$ cat config.mk
export PLATFORM = sky130hd
export DESIGN_NAME = key_event_collector
export DESIGN_NICKNAME = d
export VERILOG_FILES = /design/src/rtl/key_scan_pkg.sv /design/src/rtl/key_evt_fifo.sv /design/src/rtl/key_event_collector.sv
export SDC_FILE = /design/constraint.sdc
export NUM_CORES = 1
export LEC_CHECK = 0
export CELL_PAD_IN_SITES_DETAIL_PLACEMENT = 2
export CELL_PAD_IN_SITES_GLOBAL_PLACEMENT = 2
export CORE_MARGIN = 3
export CORE_UTILIZATION = 40
export CTS_CLUSTER_DIAMETER = 100
export DETAILED_ROUTE_END_ITERATION = 12
export GPL_TIMING_DRIVEN = 0
export PLACE_DENSITY = 0.86
export SLEW_MARGIN = 10
export SYNTH_ARGS = -nofsm -noshare
export SYNTH_HDL_FRONTEND = slang
export SYNTH_HIERARCHICAL = 1
export SYNTH_SLANG_ARGS = --single-unit
$ cat constraint.sdc
create_clock -name CLK -period 35.6 [get_ports CLK]
set_input_delay 7.12 -clock CLK [delete_from_list [all_inputs] [get_ports CLK]]
set_output_delay 7.12 -clock CLK [all_outputs]
set_load 0.02 [all_outputs]
$ cat src/rtl/key_scan_pkg.sv
// key_scan_pkg: shared types and helpers for the key scan path.
//   NKEYS          number of keys behind the 4-to-16 decoder
//   KW             key index width
//   key_evt_t      one queued key event {code, press}
//   sel_dec_t      decoded select {valid, idx}
//   onehot_low_idx decode an active-low one-hot select bus
package key_scan_pkg;

  localparam int NKEYS = 16;
  localparam int KW    = 4;

  typedef struct packed {
    logic [KW-1:0] code;
    logic          press;
  } key_evt_t;

  typedef struct packed {
    logic          valid;
    logic [KW-1:0] idx;
  } sel_dec_t;

  // valid only when exactly one select line is low; idx is that line
  function automatic sel_dec_t onehot_low_idx(input logic [NKEYS-1:0] sel);
    sel_dec_t   res;
    logic [4:0] zeros;
    res.valid = 1'b0;
    res.idx   = {KW{1'b0}};
    zeros     = 5'd0;
    for (int i = 0; i < NKEYS; i++) begin
      if (!sel[i]) begin
        zeros   = zeros + 5'd1;
        res.idx = i[KW-1:0];
      end
    end
    res.valid = (zeros == 5'd1);
    return res;
  endfunction

endpackage

$ cat src/rtl/key_evt_fifo.sv
// key_evt_fifo: synchronous show-ahead FIFO of key events.
// Ports:
//   clk    clock, rising edge
//   clr    synchronous active-high clear
//   push   write din (accepted when not full, or when full and popping)
//   din    event to write
//   pop    remove head (ignored when empty)
//   head   current head event, all zero when empty
//   full   DEPTH entries held
//   empty  no entries held
// DEPTH must be a power of two so the pointers wrap naturally.
module key_evt_fifo
  import key_scan_pkg::*;
#(
  parameter int DEPTH = 4
) (
  input  logic     clk,
  input  logic     clr,
  input  logic     push,
  input  key_evt_t din,
  input  logic     pop,
  output key_evt_t head,
  output logic     full,
  output logic     empty
);

  localparam int          AW      = $clog2(DEPTH);
  localparam logic [AW:0] DEPTH_C = (AW+1)'(DEPTH);
  localparam logic [AW:0] CNT_ONE = (AW+1)'(1);
  localparam logic [AW-1:0] PTR_ONE = AW'(1);

  key_evt_t      mem_r [DEPTH];
  logic [AW-1:0] wr_ptr_r;
  logic [AW-1:0] rd_ptr_r;
  logic [AW:0]   count_r;
  logic          do_push_s;
  logic          do_pop_s;

  // accept/commit decisions; a full FIFO still takes a push when it pops
  always_comb begin
    full      = (count_r == DEPTH_C);
    empty     = (count_r == {(AW+1){1'b0}});
    do_pop_s  = pop & ~empty;
    do_push_s = push & (~full | do_pop_s);
    if (empty) begin
      head = '0;
    end else begin
      head = mem_r[rd_ptr_r];
    end
  end

  // storage array; contents are only observed through head when non-empty
  always_ff @(posedge clk) begin
    if (do_push_s) begin
      mem_r[wr_ptr_r] <= din;
    end
  end

  // pointers and occupancy
  always_ff @(posedge clk) begin
    if (clr) begin
      wr_ptr_r <= {AW{1'b0}};
      rd_ptr_r <= {AW{1'b0}};
      count_r  <= {(AW+1){1'b0}};
    end else begin
      if (do_push_s) begin
        wr_ptr_r <= wr_ptr_r + PTR_ONE;
      end
      if (do_pop_s) begin
        rd_ptr_r <= rd_ptr_r + PTR_ONE;
      end
      case ({do_push_s, do_pop_s})
        2'b10:   count_r <= count_r + CNT_ONE;
        2'b01:   count_r <= count_r - CNT_ONE;
        default: count_r <= count_r;
      endcase
    end
  end

endmodule

$ cat src/rtl/key_event_collector.sv
// key_event_collector: debounces the 16 scanned keys and queues press/release
// events for a valid/ready consumer.
// Ports:
//   CLK        clock, rising edge
//   CLRBAR     synchronous active-high clear (name kept from the codebase)
//   SEL        active-low one-hot key select; all-high = blank
//   SENSE      matrix return, 1 = selected key closed
//   EVT_VALID  FIFO head holds an event
//   EVT_READY  consumer takes the head when EVT_VALID & EVT_READY
//   EVT_CODE   key index of the head event
//   EVT_PRESS  1 = press, 0 = release
//   KEYS       debounced key map
//   OVERFLOW   sticky: an event was dropped on a full FIFO
// Build option: KEY_RELEASE_EVT_EN queues release events too; without it only
// presses are queued, though releases still update KEYS.
module key_event_collector
  import key_scan_pkg::*;
#(
  parameter int DEB        = 4,
  parameter int FIFO_DEPTH = 4
) (
  input  logic             CLK,
  input  logic             CLRBAR,
  input  logic [NKEYS-1:0] SEL,
  input  logic             SENSE,
  output logic             EVT_VALID,
  input  logic             EVT_READY,
  output logic [KW-1:0]    EVT_CODE,
  output logic             EVT_PRESS,
  output logic [NKEYS-1:0] KEYS,
  output logic             OVERFLOW
);

  localparam logic [3:0] DEB_LAST = 4'(DEB - 1);

  logic [NKEYS-1:0] keys_r;
  logic [3:0]       cnt_r [NKEYS];
  logic             ovf_r;

  sel_dec_t   dec_s;
  logic       cur_key_s;
  logic [3:0] cur_cnt_s;
  logic       flip_s;
  logic       push_s;
  logic       pop_s;
  key_evt_t   evt_in_s;
  key_evt_t   head_s;
  logic       full_s;
  logic       empty_s;

  // debounce decision for the currently selected key
  always_comb begin
    dec_s     = onehot_low_idx(SEL);
    cur_key_s = keys_r[dec_s.idx];
    cur_cnt_s = cnt_r[dec_s.idx];
    if (dec_s.valid && (SENSE != cur_key_s) && (cur_cnt_s == DEB_LAST)) begin
      flip_s = 1'b1;
    end else begin
      flip_s = 1'b0;
    end
    evt_in_s.code = dec_s.idx;
`ifdef KEY_RELEASE_EVT_EN
    evt_in_s.press = SENSE;
    push_s         = flip_s;
`else
    evt_in_s.press = 1'b1;
    push_s         = flip_s & SENSE;
`endif
    pop_s = ~empty_s & EVT_READY;
  end

  // per-key counters and debounced map; only the selected key moves
  always_ff @(posedge CLK) begin
    if (CLRBAR) begin
      keys_r <= {NKEYS{1'b0}};
      for (int i = 0; i < NKEYS; i++) begin
        cnt_r[i] <= 4'd0;
      end
    end else if (dec_s.valid) begin
      if (SENSE == cur_key_s) begin
        cnt_r[dec_s.idx] <= 4'd0;
      end else if (flip_s) begin
        keys_r[dec_s.idx] <= SENSE;
        cnt_r[dec_s.idx]  <= 4'd0;
      end else begin
        cnt_r[dec_s.idx] <= cur_cnt_s + 4'd1;
      end
    end
  end

  // sticky overflow: push lost because the FIFO was full and not popping
  always_ff @(posedge CLK) begin
    if (CLRBAR) begin
      ovf_r <= 1'b0;
    end else if (push_s && full_s && !pop_s) begin
      ovf_r <= 1'b1;
    end
  end

  key_evt_fifo #(
    .DEPTH(FIFO_DEPTH)
  ) u_fifo (
    .clk  (CLK),
    .clr  (CLRBAR),
    .push (push_s),
    .din  (evt_in_s),
    .pop  (pop_s),
    .head (head_s),
    .full (full_s),
    .empty(empty_s)
  );

  assign EVT_VALID = ~empty_s;
  assign EVT_CODE  = head_s.code;
  assign EVT_PRESS = head_s.press;
  assign KEYS      = keys_r;
  assign OVERFLOW  = ovf_r;

endmodule

==> summary.md <==
| Metric | Value |
|---|---|
| Final setup vio count | `0` |
| Hold path endpoint | `OVERFLOW` |
| Worst Max-Slew Pin Slew | `0.814 ns` |
| Place WS | `~16 ns` |
| Synth warnings | `6` |
| Reg area | `3040 µm²` |
| RePlAce Congestion | `0.868` |
| CTS Buf Count | `9` |
| Setup bufs post-CTS | `0` |
| Status | `complete, no violations` |
| Die area | `19600 µm²` |
| Int Pwr | `273 µW` |
| Crit path kind | `in2reg` |
| Area grow syn2layout | `13.4%` |
| Reg2reg start | `cnt_r[5][1]` |
| Register area share after synthesis | `0.424` |
| CP Data Required Time | `35.90 ns` |
| Ys async rst share | `0` |
| Slowest CP cell | `clkdlybuf4s50_1` |
| I/O pins | `between 40 and 50` |
| First-pass DRT Iterations | `5` |
| M3 GR Usage | `0.0314` |
| Clock insertion delay at the later pin of the skew report | `0.37 ns` |
| Routed WL | `24500 µm` |
| Worst Path Arrival | `19.88 ns` |
| CTS tree | `built` |
| # H-tree levels | `3` |
| Post-synthesis cell type count | `78` |
| Max Cap Viol | `0` |
| Initial DRC Count | `375` |
| End of the worst register-to-register path | `u_fifo/count_r[2]` |
| Root buf cell | `clkbuf_16` |
| Worst Skew | `~0.010 ns` |
| Gr busiest metal | `met2` |
| Post-layout util | `0.467` |
| Yosys reg bits | `110` |
| Clock power share | `0.219` |
| RSZ-0062 raised after global routing | `false` |
| First-pass GRT wire length | `38800 µm` |
| Reg-to-reg slack, setup | `31.55 ns` |
| All-Layer GR Usage | `0.254` |
| CTS clk-pin slew, worst paths | `roughly 0.08 ns` |
| Met1 usage | `0.317` |
| Tcrit/Tclk final | `0.550` |
| Sw power | `204 µW` |
| Wire per inst | `24.5 µm` |
| Tot Pwr | `476 µW` |
| Most used cell, CP | `ha_1` |
| Rel. slew slack | `0.455` |
| Std cell rows | `between 40 and 50` |
| Port Buffers | `37` |
| Met2 Track Usage GR | `0.458` |
| Post-synth top flop | `edfxtp_1` |
| Initial antenna violation count | `0` |
| Layout Nets | `815` |
| Setup ws final | `16.02 ns` |
| Pwr per Cell Area | `58.5 nW/µm²` |
| Area of the mapped netlist | `7180 µm²` |
| Final Critical Period | `19.58 ns` |
| Max Slew Vio Count | `0` |
| Seq pwr share | `0.308` |
| Crit-path max cell delay | `0.52 ns` |
| Filler cells | `around 1900` |
| Max Freq | `0.0511 GHz` |
| CP Launch Type | `primary input` |
| Leak pwr | `2.82 nW` |
| Largest net degree at the start of global routing | `22` |
| Sw frac | `0.428` |
| Crit path max-delay family | `adder cells` |
| Vias in the first global route | `6581` |
| Setup TNS | `0 ns` |
| Hold Path Class | `reg2reg` |
| # DRC | `0` |
| ANT cells | `0` |
| CTS max path bufs | `2` |
| EDFF count, synth | `84` |
| Core area | `17400 µm²` |
| Share of cells above drive strength 1 | `0.0887` |
| Vias post-DR | `about 6000` |
| Clock tree sinks | `110` |
| Die height | `140 µm` |
| Logic pwr share | `0.472` |
| CTS Hold Bufs | `0` |
| ANT nets after route | `0` |
| Worst hold path depth | `2` |
| Worst VDD drop | `a little under 0.00003 V` |
| Worst setup EP type | `flop` |
| Via-to-Cell Ratio | `approximately 6` |
| Hold path startpoint | `OVERFLOW` |
| CP Max Fanout | `10` |
| Total gr overflow | `0` |
| Starting Density | `0.412` |
| Die Wd | `140 µm` |
| Post-DP HPWL | `between 15000 and 20000 µm` |
| Post_cts resized | `0` |
| Syn Inst Count | `roughly 720` |
| FF-to-FF path depth | `17` |
| Crit path buf inv count | `6` |
| Multi-input logic area | `3840 µm²` |
| Mean Syn Cell Area | `9.94 µm²` |
| Final hold vios | `0` |
power by group through the flow:
stage	clock (mW)	sequential, mW	combinational, mW
5_1_grt	0.110	0.147	0.245
2_1_floorplan	0	0.148	0.156
4_1_cts	0.106	0.147	0.224
3_3_place_gp	0	0.149	0.206
6_report	0.104	0.147	0.225
3_5_place_dp	0	0.150	0.222
stage by stage:
step	instance area, µm²	hold slack, ns	instances
floorplan	7190	0.459	725
finish	8140	0.477	1003
detailed placement	7840	0.470	987
global placement	7840	0.474	987
CTS	8140	0.482	1003
global route	8140	0.521	1003
synthesized netlist by cell type (all sizes together), types with 2 or more instances:
library cell,instances,share of area
nand3,15,0.010
nand4,12,0.010
mux2i,32,0.045
xnor3,10,0.031
a31o,3,0.0037
a221o,2,0.0028
and2b,2,0.0023
xnor2,23,0.033
a41oi,2,0.0024
nand2,55,0.029
nor4,18,0.023
mux4,5,0.016
dfxtp,26,0.073
nor3b,5,0.0059
o221ai,4,0.0049
a21oi,24,0.017
nor2,94,0.049
a311oi,4,0.0049
o21bai,16,0.017
nor2b,20,0.017
a22oi,6,0.0063
a222oi,2,0.0028
o21ai,14,0.0098
clkinv,2,0.0010
and2,6,0.0052
o22ai,4,0.0035
nor3,36,0.026
mux2,10,0.016
a31oi,6,0.0052
a21boi,2,0.0026
ha,21,0.037
or2,4,0.0035
o211ai,2,0.0021
clkbuf,29,0.015
xor2,14,0.017
buf,17,0.014
o31ai,2,0.0021
a21o,2,0.0021
or3,10,0.0089
inv,24,0.013
a221oi,2,0.0024
nand2b,23,0.020
a2bb2oi,2,0.0024
edfxtp,84,0.35
a211oi,4,0.0042
logic make-up after synthesis:
logic type	synth area share
flops	0.424
mux	0.0760
compound gates	0.115
fa+ha+maj	0.0394
other cells	0.000523
xor+xnor	0.0846
simple gates	0.218
buf+inv	0.0427
worst reg2reg max path: cells and delay by family, from the launching register on:
kind,cells,cell delay [ns]
flip-flops,1,0.34
adder cells (fa/ha/maj),3,0.75
AND/OR/NAND/NOR,3,1.05
XOR/XNOR,1,0.10
AO/OA/AOI/OAI,6,1.36
buffers and inverters,3,0.23
multiplexers,1,0.16
sequential cells by signal (all words and copies together), names as in the netlist, named ones only:
register and count:
KEYS 16, u_fifo/rd_ptr_r 2, u_fifo/wr_ptr_r 2, u_fifo/mem_r 20
OVERFLOW 1, u_fifo/count_r 3, cnt_r 64
worst max-delay path by stage:
stage,startpoint,cells past startpoint,to
floorplan,SEL[0],63,u_fifo/count_r[2]
global placement,SEL[1],64,u_fifo/count_r[2]
detailed placement,SEL[0],64,u_fifo/count_r[2]
CTS,SEL[0],64,u_fifo/count_r[2]
global route,SEL[1],64,u_fifo/count_r[2]
finish,SEL[1],64,u_fifo/count_r[2]
final cells by class:
class / instances / area share
Tap cell: 225 / 0.0346
Buffer: 46 / 0.0257
Timing Repair Buffer: 37 / 0.0455
Inverter: 26 / 0.0120
Clock buffer: 9 / 0.0277
Clock inverter: 7 / 0.00877
Sequential cell: 110 / 0.374
Multi-Input combinational cell: 543 / 0.472
cell usage in the layout (no fill, tap or decap), types with 20 or more instances in the layout:
master           count
clkdlybuf4s50_1     37
dfxtp_1             26
mux2i_1             32
ha_1                21
a21oi_1             24
clkbuf_1            29
nor3_1              35
nor2_1              94
nand2b_1            23
inv_1               24
xnor2_1             20
nor2b_1             20
nand2_1             55
edfxtp_1            84
layer usage:
metal  wire (µm)  vias up
met1       10300     3044
met5           0        -
met2       12600      148
met3         950       39
met4         630        0
li1            -     2730
Power figures use the tool's default switching activity.
